`src/rtl/motion_cmd_gen.sv`:
```
// Keyboard-to-velocity generator: decodes W/A/S/D from two HID keycodes and runs
// an accelerate/cruise/decelerate FSM per axis, emitting {Y, X} signed velocity bytes.

// One axis: 7-bit magnitude plus direction, ramped up every ACC_DIV frames.
// state  | meaning
// IDLE   | mag = 0, waiting for a request
// ACCEL  | ramping mag up by ACC_STEP every ACC_DIV frames
// CRUISE | holding mag = MAX_SPEED
// DECEL  | dropping mag by DEC_STEP per frame until it reaches 0
module motion_cmd_axis #(
    parameter int ACC_STEP  = 1,
    parameter int ACC_DIV   = 4,
    parameter int DEC_STEP  = 2,
    parameter int MAX_SPEED = 6
) (
    input  logic       frame_clk,
    input  logic       Reset,
    input  logic       i_req_neg,
    input  logic       i_req_pos,
    output logic [7:0] o_byte_nxt
);
    localparam int DIV_W = (ACC_DIV > 1) ? $clog2(ACC_DIV) : 1;
    localparam logic [DIV_W-1:0] DIV_LAST = DIV_W'(ACC_DIV - 1);
    localparam logic [6:0] MAG_MAX = 7'(MAX_SPEED);
    localparam logic [6:0] MAG_ACC = 7'(ACC_STEP);
    localparam logic [6:0] MAG_DEC = 7'(DEC_STEP);

    typedef enum logic [1:0] {S_IDLE, S_ACCEL, S_CRUISE, S_DECEL} state_t;

    state_t           r_state, w_state_nxt;
    logic [6:0]       r_mag, w_mag_nxt;
    logic             r_dir, w_dir_nxt;
    logic [DIV_W-1:0] r_div, w_div_nxt;

    logic             w_req_any;
    logic             w_same;
    logic [7:0]       w_sum;
    logic [6:0]       w_acc;
    logic [6:0]       w_dec;

    assign w_req_any = i_req_neg | i_req_pos;
    assign w_same    = w_req_any && (i_req_neg == r_dir);
    // Sum is formed in 8 bits so the clamp sees the true value, never a wrapped one.
    assign w_sum     = {1'b0, r_mag} + {1'b0, MAG_ACC};
    assign w_acc     = (w_sum >= {1'b0, MAG_MAX}) ? MAG_MAX : w_sum[6:0];
    assign w_dec     = (r_mag > MAG_DEC) ? (r_mag - MAG_DEC) : 7'd0;

    always_ff @(posedge frame_clk or posedge Reset) begin
        if (Reset) begin
            r_state <= S_IDLE;
            r_mag   <= 7'd0;
            r_dir   <= 1'b0;
            r_div   <= '0;
        end else begin
            r_state <= w_state_nxt;
            r_mag   <= w_mag_nxt;
            r_dir   <= w_dir_nxt;
            r_div   <= w_div_nxt;
        end
    end

    always_comb begin
        w_state_nxt = r_state;
        w_mag_nxt   = r_mag;
        w_dir_nxt   = r_dir;
        w_div_nxt   = r_div;
        case (r_state)
            S_IDLE: begin
                if (w_req_any) begin
                    w_state_nxt = S_ACCEL;
                    w_mag_nxt   = MAG_ACC;
                    w_dir_nxt   = i_req_neg;
                    w_div_nxt   = '0;
                end
            end
            S_ACCEL: begin
                if (w_same) begin
                    if (r_div == DIV_LAST) begin
                        w_mag_nxt = w_acc;
                        w_div_nxt = '0;
                        if (w_acc == MAG_MAX) w_state_nxt = S_CRUISE;
                    end else begin
                        w_div_nxt = r_div + 1'b1;
                    end
                end else begin
                    w_mag_nxt   = w_dec;
                    w_div_nxt   = '0;
                    w_state_nxt = (w_dec == 7'd0) ? S_IDLE : S_DECEL;
                end
            end
            S_CRUISE: begin
                if (w_same) begin
                    w_mag_nxt = MAG_MAX;
                end else begin
                    w_mag_nxt   = w_dec;
                    w_div_nxt   = '0;
                    w_state_nxt = (w_dec == 7'd0) ? S_IDLE : S_DECEL;
                end
            end
            default: begin
                // Opposite requests keep braking; direction only changes from IDLE.
                if (w_same) begin
                    w_state_nxt = S_ACCEL;
                    w_div_nxt   = '0;
                end else begin
                    w_mag_nxt   = w_dec;
                    w_state_nxt = (w_dec == 7'd0) ? S_IDLE : S_DECEL;
                end
            end
        endcase
    end

    always_comb begin
        o_byte_nxt = w_dir_nxt ? (8'd0 - {1'b0, w_mag_nxt}) : {1'b0, w_mag_nxt};
    end
endmodule

module motion_cmd_gen #(
    parameter int ACC_STEP  = 1,
    parameter int ACC_DIV   = 4,
    parameter int DEC_STEP  = 2,
    parameter int MAX_SPEED = 6
) (
    input  logic        frame_clk,
    input  logic        Reset,
    input  logic [7:0]  keycode_a,
    input  logic [7:0]  keycode_b,
    output logic [15:0] motion,
    output logic        moving
);
    localparam logic [7:0] KEY_W = 8'h1A;
    localparam logic [7:0] KEY_S = 8'h16;
    localparam logic [7:0] KEY_A = 8'h04;
    localparam logic [7:0] KEY_D = 8'h07;

    logic        w_held_w, w_held_s, w_held_a, w_held_d;
    logic [7:0]  w_y_nxt, w_x_nxt;
    logic [15:0] r_motion;
    logic        r_moving;

    assign w_held_w = (keycode_a == KEY_W) || (keycode_b == KEY_W);
    assign w_held_s = (keycode_a == KEY_S) || (keycode_b == KEY_S);
    assign w_held_a = (keycode_a == KEY_A) || (keycode_b == KEY_A);
    assign w_held_d = (keycode_a == KEY_D) || (keycode_b == KEY_D);

    motion_cmd_axis #(
        .ACC_STEP(ACC_STEP), .ACC_DIV(ACC_DIV), .DEC_STEP(DEC_STEP), .MAX_SPEED(MAX_SPEED)
    ) u_axis_y (
        .frame_clk  (frame_clk),
        .Reset      (Reset),
        .i_req_neg  (w_held_w & ~w_held_s),
        .i_req_pos  (w_held_s & ~w_held_w),
        .o_byte_nxt (w_y_nxt)
    );

    motion_cmd_axis #(
        .ACC_STEP(ACC_STEP), .ACC_DIV(ACC_DIV), .DEC_STEP(DEC_STEP), .MAX_SPEED(MAX_SPEED)
    ) u_axis_x (
        .frame_clk  (frame_clk),
        .Reset      (Reset),
        .i_req_neg  (w_held_a & ~w_held_d),
        .i_req_pos  (w_held_d & ~w_held_a),
        .o_byte_nxt (w_x_nxt)
    );

    always_ff @(posedge frame_clk or posedge Reset) begin
        if (Reset) begin
            r_motion <= 16'h0000;
            r_moving <= 1'b0;
        end else begin
            r_motion <= {w_y_nxt, w_x_nxt};
            r_moving <= |{w_y_nxt, w_x_nxt};
        end
    end

    assign motion = r_motion;
    assign moving = r_moving;
endmodule

```
`config.mk`:
```
export PLATFORM = sky130hd
export DESIGN_NAME = motion_cmd_gen
export DESIGN_NICKNAME = d
export VERILOG_FILES = /design/src/rtl/motion_cmd_gen.sv
export SDC_FILE = /design/constraint.sdc
export NUM_CORES = 1
export LEC_CHECK = 0
export ABC_AREA = 1
export CAP_MARGIN = 30
export CORE_AREA = 8 8 113 115
export CTS_CLUSTER_SIZE = 10
export DETAILED_ROUTE_END_ITERATION = 8
export DIE_AREA = 0 0 121 123
export HOLD_SLACK_MARGIN = 0.03
export RECOVER_POWER = 25
export SYNTH_ARGS = -nofsm -noshare
export SYNTH_HDL_FRONTEND = slang
export SYNTH_SLANG_ARGS = --single-unit
export TNS_END_PERCENT = 20
```
`constraint.sdc`:
```
create_clock -name frame_clk -period 2.55 [get_ports frame_clk]
set_clock_uncertainty 0.15 [all_clocks]
set_input_delay 0.51 -clock frame_clk [delete_from_list [all_inputs] [get_ports frame_clk]]
set_output_delay 0.51 -clock frame_clk [all_outputs]
set_load 0.02 [all_outputs]
```
# [Word-level counts from Yosys, hierarchy flattened]
# Index checks and enable logic that the tools add are counted.
[word_totals] ff_bits=41 inputBits=18 out_inout_bits=17 elab_cells=125
[op_classes] addsub=8 order_cmp=4 n_eq_ne=26 muxes=50 bitwise=10 n_reduce_logical=17
[ops] operator="$mux W7" count=14
[ops] operator="$mux W2" count=24
[ops] operator="$pmux W7 S3" count=2
[ops] operator="$eq A8 B3 Y1 const B" count=4
[ops] operator="$eq A8 B5 Y1 const B" count=4
[ops] operator="$pmux W2 S3" count=4
[ops] operator="$add A7 B1 Y8 const B" count=2
[ops] operator="$ge A8 B3 Y1 const B" count=2
[ops] operator="$mux W8" count=2
[ops] operator="$reduce_or A16 Y1" count=1
[ops] operator="$sub A1 B7 Y8 const A" count=2
[ops] operator="$eq A7 B3 Y1 const B" count=2
[ops] operator="$gt A7 B2 Y1 const B" count=2
[ops] operator="$logic_not A7 Y1" count=2
[ops] operator="$sub A7 B2 Y7 const B" count=2
[ops] operator="$ne A3 B3 Y1 const B" count=4
[ops] operator="$eq A2 B2 Y1 const B" count=4
[ops] operator="$reduce_and A4 Y1" count=2
[ops] operator="$reduce_bool A4 Y1" count=2
[ops] operator="$reduce_and A3 Y1" count=2
[ops] operator="$add A2 B1 Y2 const B" count=2
[ops] operator="$and A1 B1 Y1" count=4
[ops] operator="$eq A2 B1 Y1 const B" count=2
[ops] operator="$logic_not A2 Y1" count=2
[ops] operator="other kinds (8)" count=22

# [Depth between registers and ports, before layout]
# Gate-level depths: netlist of run 1.
[logic_depth] depth_word=11 depth_mapped=28 ltp_nobuf=28

# [By module]
# A second synthesis of run 1 with hierarchy kept.
[hier_totals] hier_cells=510 hier_area_um2=3320.7
[modules_own_cells] module="motion_cmd_axis at u_axis_x" instances=1 cells_per_inst=207 area_each_um2=1276.2 seq_area_each_um2=300.3
[modules_own_cells] module="motion_cmd_axis at u_axis_y" instances=1 cells_per_inst=191 area_each_um2=1214.9 seq_area_each_um2=300.3
[modules_own_cells] module="motion_cmd_gen" instances=1 cells_per_inst=112 area_each_um2=829.5 seq_area_each_um2=425.4

# [Worst setup path before layout of run 1]
# Ideal clock, no wire load.
[synth_path] path_type="input -> register" startpoint="in keycode_a[7]" endpoint="reg r_moving, in the netlist moving" setup_ps=119 arrival_ps=3269 required_ps=2281 setup_slack_ps=-988 cell_stages=18 path_buffers=1 path_cell_list="or2_2 -> nor3_1 -> nand3_1 -> o41ai_1 -> ha_1 -> inv_1 -> nand3_1 -> buf_4 -> a211oi_1 -> nor2_4 -> ha_1 -> or2_2 -> o21ai_1 -> nand3_1 -> nor2_1 -> nand3_1 -> nor2_1 -> nand2_1"
[synth_between] elab_chain_len=11 word_cells_on_any_way=41 classes_between="2 x add/sub; 6 x eq/ne; 16 x mux; 10 x bitwise; 7 x reduce/logical"
[synth_lines] item="start, declared" line_no="126" text="input logic [7:0] keycode_a,"
[synth_lines] item="$eq A8 B5 Y1 (tied with other cells)" line_no="142" text="assign w_held_s = (keycode_a == KEY_S) || (keycode_b == KEY_S);"
[synth_lines] item="$logic_or A1 B1 Y1 (on tied branches)"
[synth_lines] item="$not A1 Y1 (on tied branches)"
[synth_lines] item="$and A1 B1 Y1 (on tied branches)"
[synth_lines] item="$or A1 B1 Y1 / $eq A1 B1 Y1 (equally long branches)" line_no="41, 42"
[synth_lines] item="$logic_and A1 B1 Y1" line_no="42" text="assign w_same = w_req_any && (i_req_neg == r_dir);"
[synth_lines] item="$mux W7 (on tied branches)" line_no="102, 77, 92"
[synth_lines] item="$pmux W7 S3" line_no="67" text="case (r_state)"
[synth_lines] item="$sub A1 B7 Y8" line_no="114" text="o_byte_nxt = w_dir_nxt ? (8'd0 - {1'b0, w_mag_nxt}) : {1'b0, w_mag_nxt};"
[synth_lines] item="$mux W8" line_no="114"
[synth_lines] item="$reduce_or A16 Y1 (*)" line_no="172" text="r_moving <= |{w_y_nxt, w_x_nxt};"
[synth_lines] item="end signal, assigned" line_no="172"
[synth_lines] item="end, declared" line_no="139" text="logic r_moving;"
# Mark *: on every way between the ends. The rest lies on a longest branch, timed or not.
# A chain may end at the register's enable or synchronous reset.

# [Final worst setup path of run 1]
[layout_path] startpoint="in keycode_a[5]" endpoint="reg r_moving, in the netlist moving"
[layout_between] elab_chain_len=11 word_cells_on_any_way=41 classes_between="2 x add/sub; 6 x eq/ne; 16 x mux; 10 x bitwise; 7 x reduce/logical"
[layout_lines] item="$eq A8 B3 Y1 (on tied branches)" line_no="144, 143"
[layout_lines] item="$logic_or A1 B1 Y1 (on tied branches)" line_no="144, 143"
[layout_lines] item="$not A1 Y1 (on tied branches)" line_no="161, 162"
[layout_lines] item="$and A1 B1 Y1 (on tied branches)" line_no="161, 162"
[layout_lines] item="$or A1 B1 Y1 / $eq A1 B1 Y1 (equally long branches)" line_no="41, 42"
[layout_lines] item="$logic_and A1 B1 Y1" line_no="42"
[layout_lines] item="$mux W7 (on tied branches)" line_no="102, 77, 92"
[layout_lines] item="$pmux W7 S3 (*)" line_no="67"
[layout_lines] item="named net u_axis_x.w_mag_nxt[1]" line_no="31" text="logic [6:0] r_mag, w_mag_nxt;"
[layout_lines] item="$sub A1 B7 Y8" line_no="114"
[layout_lines] item="$mux W8 (*)" line_no="114"
[layout_lines] item="$reduce_or A16 Y1 (*)" line_no="172"
# The timed path passes the listed nets; every way through them passes the cells marked *.

==> results by group, run 1 <==
Synthesis
  • Post-Syn Instances: 481
  • Multiplexer area fraction after synthesis: 0%
  • Post-synth top area share: 30.2%
  • Simple-gate share of the synthesized area: 39.7%
  • Yosys warnings: 0
  • Register area share after synthesis: 30.2%
  • Synth Area in Adders: 6.18%
  • Cell variety after synth: 41
  • FF+latch count, synth: 39
  • Synth Area in XOR/XNOR: 1.89%
  • Syn Area/Cell: 6.73 um2
  • Post-Syn Nets: 515
  • Largest cells by area after synthesis: dfrtp_1 (30%), nand2_1 (16%), inv_1 (8.1%)
  • Largest family of logic cells by synthesized area: simple AND/OR/NAND/NOR gates
  • Synth Cell Area: 3240 um2
  • Area leader, netlist: dfrtp_1
  • Compound-Gate Fraction of Synth Area: 10.9%

GRT
  • Total grt overflow: 0
  • Global route hottest layer: met2
  • GR Util met1: 15.7%
  • Tot GR Track Use: 13.1%
  • Met3 Track Usage GR: slightly below 3%
  • GR Util met2: 23.1%
  • Largest net degree at the start of global routing: 40
  • First-pass GRT wire length: 16.1 mm
  • Initial antenna violation count: 0
  • Number of global-route vias before repair: 3,505

Floorplan
  • Ports: 35
  • Initial core utilization: 29.2%
  • Full die area: 14,900 um2
  • Cell Rows: 39
  • Core ar.: 11,100 um2
  • Chip height: roughly 120 um
  • Die Width: 121 um

Timing
  • Worst hold slack: about 0.36 ns
  • Setup Viol. Count Final: 19
  • Fin. max-slew vios: 0
  • Post-route setup TNS: -6.72 ns
  • Fmax: 0.313 GHz
  • Final hold vios: 0
  • Tmin final: between 3 and 4 ns
  • Post-route clock period utilization: 125%
  • Slew margin rel.: between 30% and 40%
  • Slew @ Worst Pin: 1.01 ns
  • Unrepaired setup endpoints after global routing: yes
  • Setup WS post-layout: -0.645 ns

Place
  • Sum of net half-perimeters after detailed placement: 7.24 mm
  • Routability cong.: approximately 0.86
  • Pre-CTS setup slack: -1.39 ns
  • Placed insts: between 700 and 800
  • Cell Area, Placed: 4520 um2
  • IO buf count: 34

Worst setup path
  • Crit Path Max Fanout: 4
  • CP startpoint kind: primary input
  • Slowest cell on crit path: ha_2
  • CP cell instances: dlygate4sd2_1 > nor3_4 > nand3_2 > o41ai_2 > ha_2 > buf_6 > nor2_4 > nand2_2 > nand2_2 > a21oi_2 > nand2_2 > nand3_4 > inv_2 > ha_4 > or2_4 > o21ai_4 > nand3_1 > nor2_1 > nand3_1 > nor2_1 > nand2_1
  • Kind of critical path: primary input to flop
  • R2R Path Start: u_axis_x.r_mag[0]
  • CP peak stage delay: 0.36 ns
  • Cell mode on critical path: nand2_2
  • Critical Path End Type: flop
  • Reg2Reg Depth: 19
  • CP Launch Point: keycode_a[5]
  • Critical Path RT: 2.57 ns
  • CP arrival: 3.22 ns

Detailed routing
  • DR WL/cell: 12.4 um
  • Routed Antenna Nets: 0
  • Vias: 3,527
  • Detailed Route WL: 9.60 mm
  • Number of vias per cell: 4.55
  • Remaining DRCs: 0
  • Initial DRC Count: 83
  • Drt pass-1 iters: 4

Clock network
  • Skew-Pair Late Insertion Delay: 0.28 ns
  • CTS tree: yes
  • Clock Sinks: 39
  • Clock buffer depth: 2
  • Worst-path clk slew: 0.06 ns
  • Num CTS Buffers: 5
  • H-tree depth: 2
  • Clock Tree Root: clkbuf_16

Run
  • Max Cap Viol: 0

Pwr
  • Power density cells: between 1000 and 1500 nW/um2
  • Comb pwr share: just under 80%
  • Internal power: 4.14 mW
  • Leak Pwr: 2.57 nW
  • Sw frac: approximately 46%
  • Sw Pwr: roughly 3.5 mW
  • Clock share of power: 7.9%
  • Peak supply drop: 814 uV
  • Flop pwr share: 14.9%

Min path
  • Worst Hold Launch: u_axis_x.r_div[0]
  • Min-delay worst type: flop to flop
  • Hold path depth: 1

Run status
  • Failing checks: negative setup slack
  • Outcome: finished with violations

Layout
  • Most frequent cells in the layout: nand2_1 (119), buf_4 (107), inv_1 (54), dfrtp_1 (39), nor2_1 (35)
  • Final Non-Filler Cells: 776
  • ANT cells: 0
  • Nets@finish: 666
  • Design Area, Final: 5090 um2
  • Most common cell after layout, fill and taps aside: nand2_1
  • Area delta synth->final: 57.3%
  • Share of layout cells above drive strength 1: 41.7%
[power groups by stage]
stage | sequential, mW | clock, mW | combinational [mW]
2_1_floorplan | 1.25 | 0 | 2.63
3_3_place_gp | 1.13 | 0 | 4.95
3_5_place_dp | 1.13 | 0 | 4.99
4_1_cts | 1.13 | 0.624 | 5.71
5_1_grt | 1.17 | 0.643 | 6.47
6_report | 1.13 | 0.601 | 5.89
[cell type report]
type	count	area [um2]
fill	1095	5990
multi-input combinational	351	2260
inverter	85	319
clock buffer	7	133
timing repair buffer	150	1210
sequential	39	976
tap	143	179
clock inverter	1	5.00
[stage by stage]
step	utilization, %	power, mW
finish	46.0	7.63
global route	46.0	8.29
CTS	45.1	7.47
detailed placement	40.8	6.13
global placement	40.8	6.09
floorplan	-	3.88
[Yosys cell counts (all sizes together)]
master,n
nand2,148
inv,85
nor2,66
dfrtp,39
nand3,36
o21ai,23
a21oi,19
ha,16
nand4,10
xor2,6
buf,5
nor3,4
o21a,4
or2,4
a211oi,2
nand3b,2
o41ai,2
a22o,1
a22oi,1
a31oi,1
a41oi,1
clkbuf,1
nor3b,1
o2111a,1
o2111ai,1
o22ai,1
xnor2,1
[what timing repair did]
action                                  CTS  global route
hold endpoints to repair                  0             0
setup buffers                            11             5
hold buffers                              0             0
pin swaps                                43            20
endpoints found under the setup margin   38            33
resized for setup                       107            21
[layer usage]
metal	wire, um	share of wire (%)
met2	4670	49
met4	89	0.93
met3	456	4.7
met5	0	0
met1	4390	46
[registers in the layout, indices dropped and copies added, names as in the netlist]
signal	count
u_axis_y.r_mag	7
u_axis_x.r_mag	7
motion	14
u_axis_y.r_dir	1
u_axis_y.r_div	2
u_axis_y.r_state	2
u_axis_x.r_dir	1
moving	1
u_axis_x.r_state	2
u_axis_x.r_div	2
[critical path, delay by kind of cell]
kind                     cells  cell delay, ns
AND/OR/NAND/NOR             13            1.49
adder cells (fa/ha/maj)      2            0.55
buffers and inverters        3            0.49
AO/OA/AOI/OAI                3            0.17
[final timing paths]
kind,end,slack [ns]
setup / recovery,moving,-0.65
hold / removal,u_axis_x.r_div[0],0.36
setup reg to reg,moving,-0.28
hold reg to reg,u_axis_x.r_div[0],0.36
max in group asynchronous,motion[1],0.78
min in group asynchronous,motion[2],0.83
[kinds of logic (layout without fill, tap and decap cells)]
logic type | after synthesis | count (layout)
buf+inv | 91 | 243
flops | 39 | 39
simple gates | 271 | 271
compound gates | 57 | 57
xor+xnor | 7 | 7
fa+ha+maj | 16 | 16
No activity file was read; power rests on OpenSTA's default activity.
==> run 2, diff against run 1 <==
- GPL_ROUTABILITY_DRIVEN: default -> 0
- clock period: 2.55 -> 3.8 ns (I/O delays scaled with it)
==> run 2 against run 1 <==
  * First-iteration DRC count grew 88%
  * Cell area shrank 11%
  * Largest power group unchanged
  * Routed wire length shrank 9.3%
  * Final cell count down 6.1%
  * Sequential power down 30%
  * Combinational power decreased by 47%
  * The flow now finishes without violations
==> results by group, run 2 (same netlist as run 1, synthesis figures left out) <==
GRT
  • Largest net degree at the start of global routing: 23 (was 40)
  • Number of global-route vias before repair: 3,396 (was 3,505)
  • Tot GR Track Use: 12.1% (was 13.1%)
  • First-pass GRT wire length: 14.9 mm (was 16.1 mm)
  • Total grt overflow: 0 (unchanged)
  • Initial antenna violation count: 0 (unchanged)

Pwr
  • Power density cells: 952 nW/um2 (was 1500 nW/um2)
  • Leak Pwr: 2.37 nW (was 2.57 nW)
  • Peak supply drop: 357 uV (was 814 uV)

Timing
  • Tmin final: 3.63 ns
  • Setup Viol. Count Final: 0 (was 19)
  • Fmax: 0.275 GHz
  • Post-route setup TNS: 0 ns (was -6.72 ns)
  • Post-route clock period utilization: 95.6%
  • Slew @ Worst Pin: 0.874 ns (was 1.01 ns)
  • Final hold vios: 0 (unchanged)
  • Slew margin rel.: 41.7% (was 32.4%)
  • Fin. max-slew vios: 0 (unchanged)
  • Setup WS post-layout: 0.165 ns (was -0.645 ns)

Floorplan
  • Core ar.: 11,100 um2 (unchanged)
  • Full die area: 14,900 um2 (unchanged)
  • Die Width: 121 um (unchanged)
  • Cell Rows: 39 (unchanged)
  • Initial core utilization: 29.2% (unchanged)
  • Chip height: 123 um (unchanged)
  • Ports: 35 (unchanged)

Clock network
  • Clock Sinks: 39 (unchanged)
  • Clock buffer depth: 2 (unchanged)
  • Skew-Pair Late Insertion Delay: 0.28 ns (about the same)
  • H-tree depth: 2 (unchanged)
  • Worst-path clk slew: 0.06 ns (about the same)
  • Clock Tree Root: clkbuf_16 (unchanged)
  • Num CTS Buffers: 5 (unchanged)
  • CTS tree: yes (unchanged)

Place
  • Pre-CTS setup slack: -0.548 ns (was -1.39 ns)
  • Sum of net half-perimeters after detailed placement: 6.89 mm (was 7.24 mm)
  • IO buf count: 34 (unchanged)

Layout
  • Share of layout cells above drive strength 1: 29.5% (was 41.7%)
  • Most common cell after layout, fill and taps aside: nand2_1 (unchanged)
  • Nets@finish: 619 (was 666)
  • ANT cells: 0 (unchanged)
  • Area delta synth->final: 40.5% (was 57.3%)
  • Max reg flops: 14 (unchanged)
  • Most frequent cells in the layout: nand2_1 (125), buf_4 (66), inv_1 (63), nor2_1 (45), dfrtp_1 (39) (was nand2_1 (119), buf_4 (107), inv_1 (54), dfrtp_1 (39), nor2_1 (35))
  • Fillcell total: 1,122 (was 1,095)

Detailed routing
  • Met3 wire length: 327 um (was 456 um)
  • Top Layer Used: met4 (unchanged)
  • Initial DRC Count: 156 (was 83)
  • DR WL/cell: 11.9 um (was 12.4 um)
  • Detailed Route WL: 8.71 mm (was 9.60 mm)
  • Remaining DRCs: 0 (unchanged)
  • Met2 Wirelength: 4.72 mm (was 4.67 mm)
  • Vias: 3,378 (was 3,527)
  • Drt pass-1 iters: 4 (unchanged)
  • Wl on met1: 3.43 mm (was 4.39 mm)
  • Number of vias per cell: 4.63 (was 4.55)
  • Routed Antenna Nets: 0 (unchanged)

Worst setup path
  • Critical Path End Type: flop (unchanged)
  • Reg2reg setup slack: 0.79 ns (was -0.28 ns)
  • Critical Path RT: 3.82 ns (was 2.57 ns)
  • Kind of critical path: primary input to flop (unchanged)
  • CP arrival: 3.65 ns (was 3.22 ns)
  • Crit Path Max Fanout: 7 (was 4)
  • CP startpoint kind: primary input (unchanged)

Min path
  • Min-delay worst type: flop to flop (unchanged)

Run status
  • Outcome: finished, final reports clean (was finished with violations)

Run
  • Max Cap Viol: 0 (unchanged)
[run 2: cell type report]
cell class	count	area (um2)	area share (%)
Tap cell	143	179	3.93
Multi-Input combinational cell	351	2050	45.1
Inverter	85	322	7.07
Clock buffer	7	133	2.92
Sequential cell	39	976	21.5
Timing Repair Buffer	103	882	19.4
Clock inverter	1	5.00	0.110
[run 2: power by group]
| part | leakage [nW] | internal (mW) | switching, mW |
|---|---|---|---|
| combinational | 1.86 | 1.45 | 1.68 |
| sequential | 0.449 | 0.608 | 0.183 |
| clock | 0.0679 | 0.243 | 0.167 |
[run 2: layer usage]
| layer | vias to the layer above | GRT usage (%) |
|---|---|---|
| li1 | 1721 | - |
| met1 | 1571 | 13.2 |
| met4 | 0 | 4.68 |
| met2 | 64 | 22.8 |
| met3 | 22 | 1.96 |
| met5 | - | 0 |
[run 2: repair_timing]
| item | in CTS | in global routing |
|---|---|---|
| setup buffers | 1 | 5 |
| pin swaps | 11 | 35 |
| gates resized for setup | 24 | 35 |
| endpoints found under the setup margin | 4 | 8 |
| hold buffers | 0 | 0 |
[run 2: worst max-delay path, stage by stage]
cell and delay, ns:
clkdlybuf4s50_1 0.42, inv_1 0.06, nand2_1 0.08, o41ai_2 0.30, ha_2 0.33, inv_2 0.08, nand3_4 0.12, buf_6 0.15
a211oi_2 0.19, buf_4 0.15, nor2_4 0.04, ha_4 0.22, or2_2 0.30, o21ai_2 0.07, nand3_1 0.08, nor2_1 0.09
nand3_1 0.07, nor2_1 0.09, nand2_1 0.05
[run 2: path summary, 6_finish.rpt]
path                                        start                 to  cells past startpoint
min in group asynchronous                   Reset  u_axis_y.r_div[1]                      2
worst min register to register  u_axis_x.r_div[0]  u_axis_x.r_div[0]                      1
worst max-delay path                 keycode_b[4]             moving                     19
max in group asynchronous                   Reset  u_axis_y.r_mag[6]                      3
worst max register to register  u_axis_x.r_mag[1]             moving                     18
worst min-delay path            u_axis_x.r_div[0]  u_axis_x.r_div[0]                      1
[run 2: through the flow]
stage / utilization (%) / cells / area [um2] / hold WS [ns] / power [mW]
final: 41.1 / 729 / 4550 / 0.348 / 4.33
after global routing: 41.1 / 729 / 4550 / 0.382 / 4.79
after CTS: 39.8 / 724 / 4410 / 0.348 / 4.25
after detailed placement: 37.8 / 715 / 4190 / 0.343 / 3.76
after global placement: 37.8 / 715 / 4190 / 0.324 / 3.73
after floorplan: - / 481 / 3240 / 0.311 / 2.58
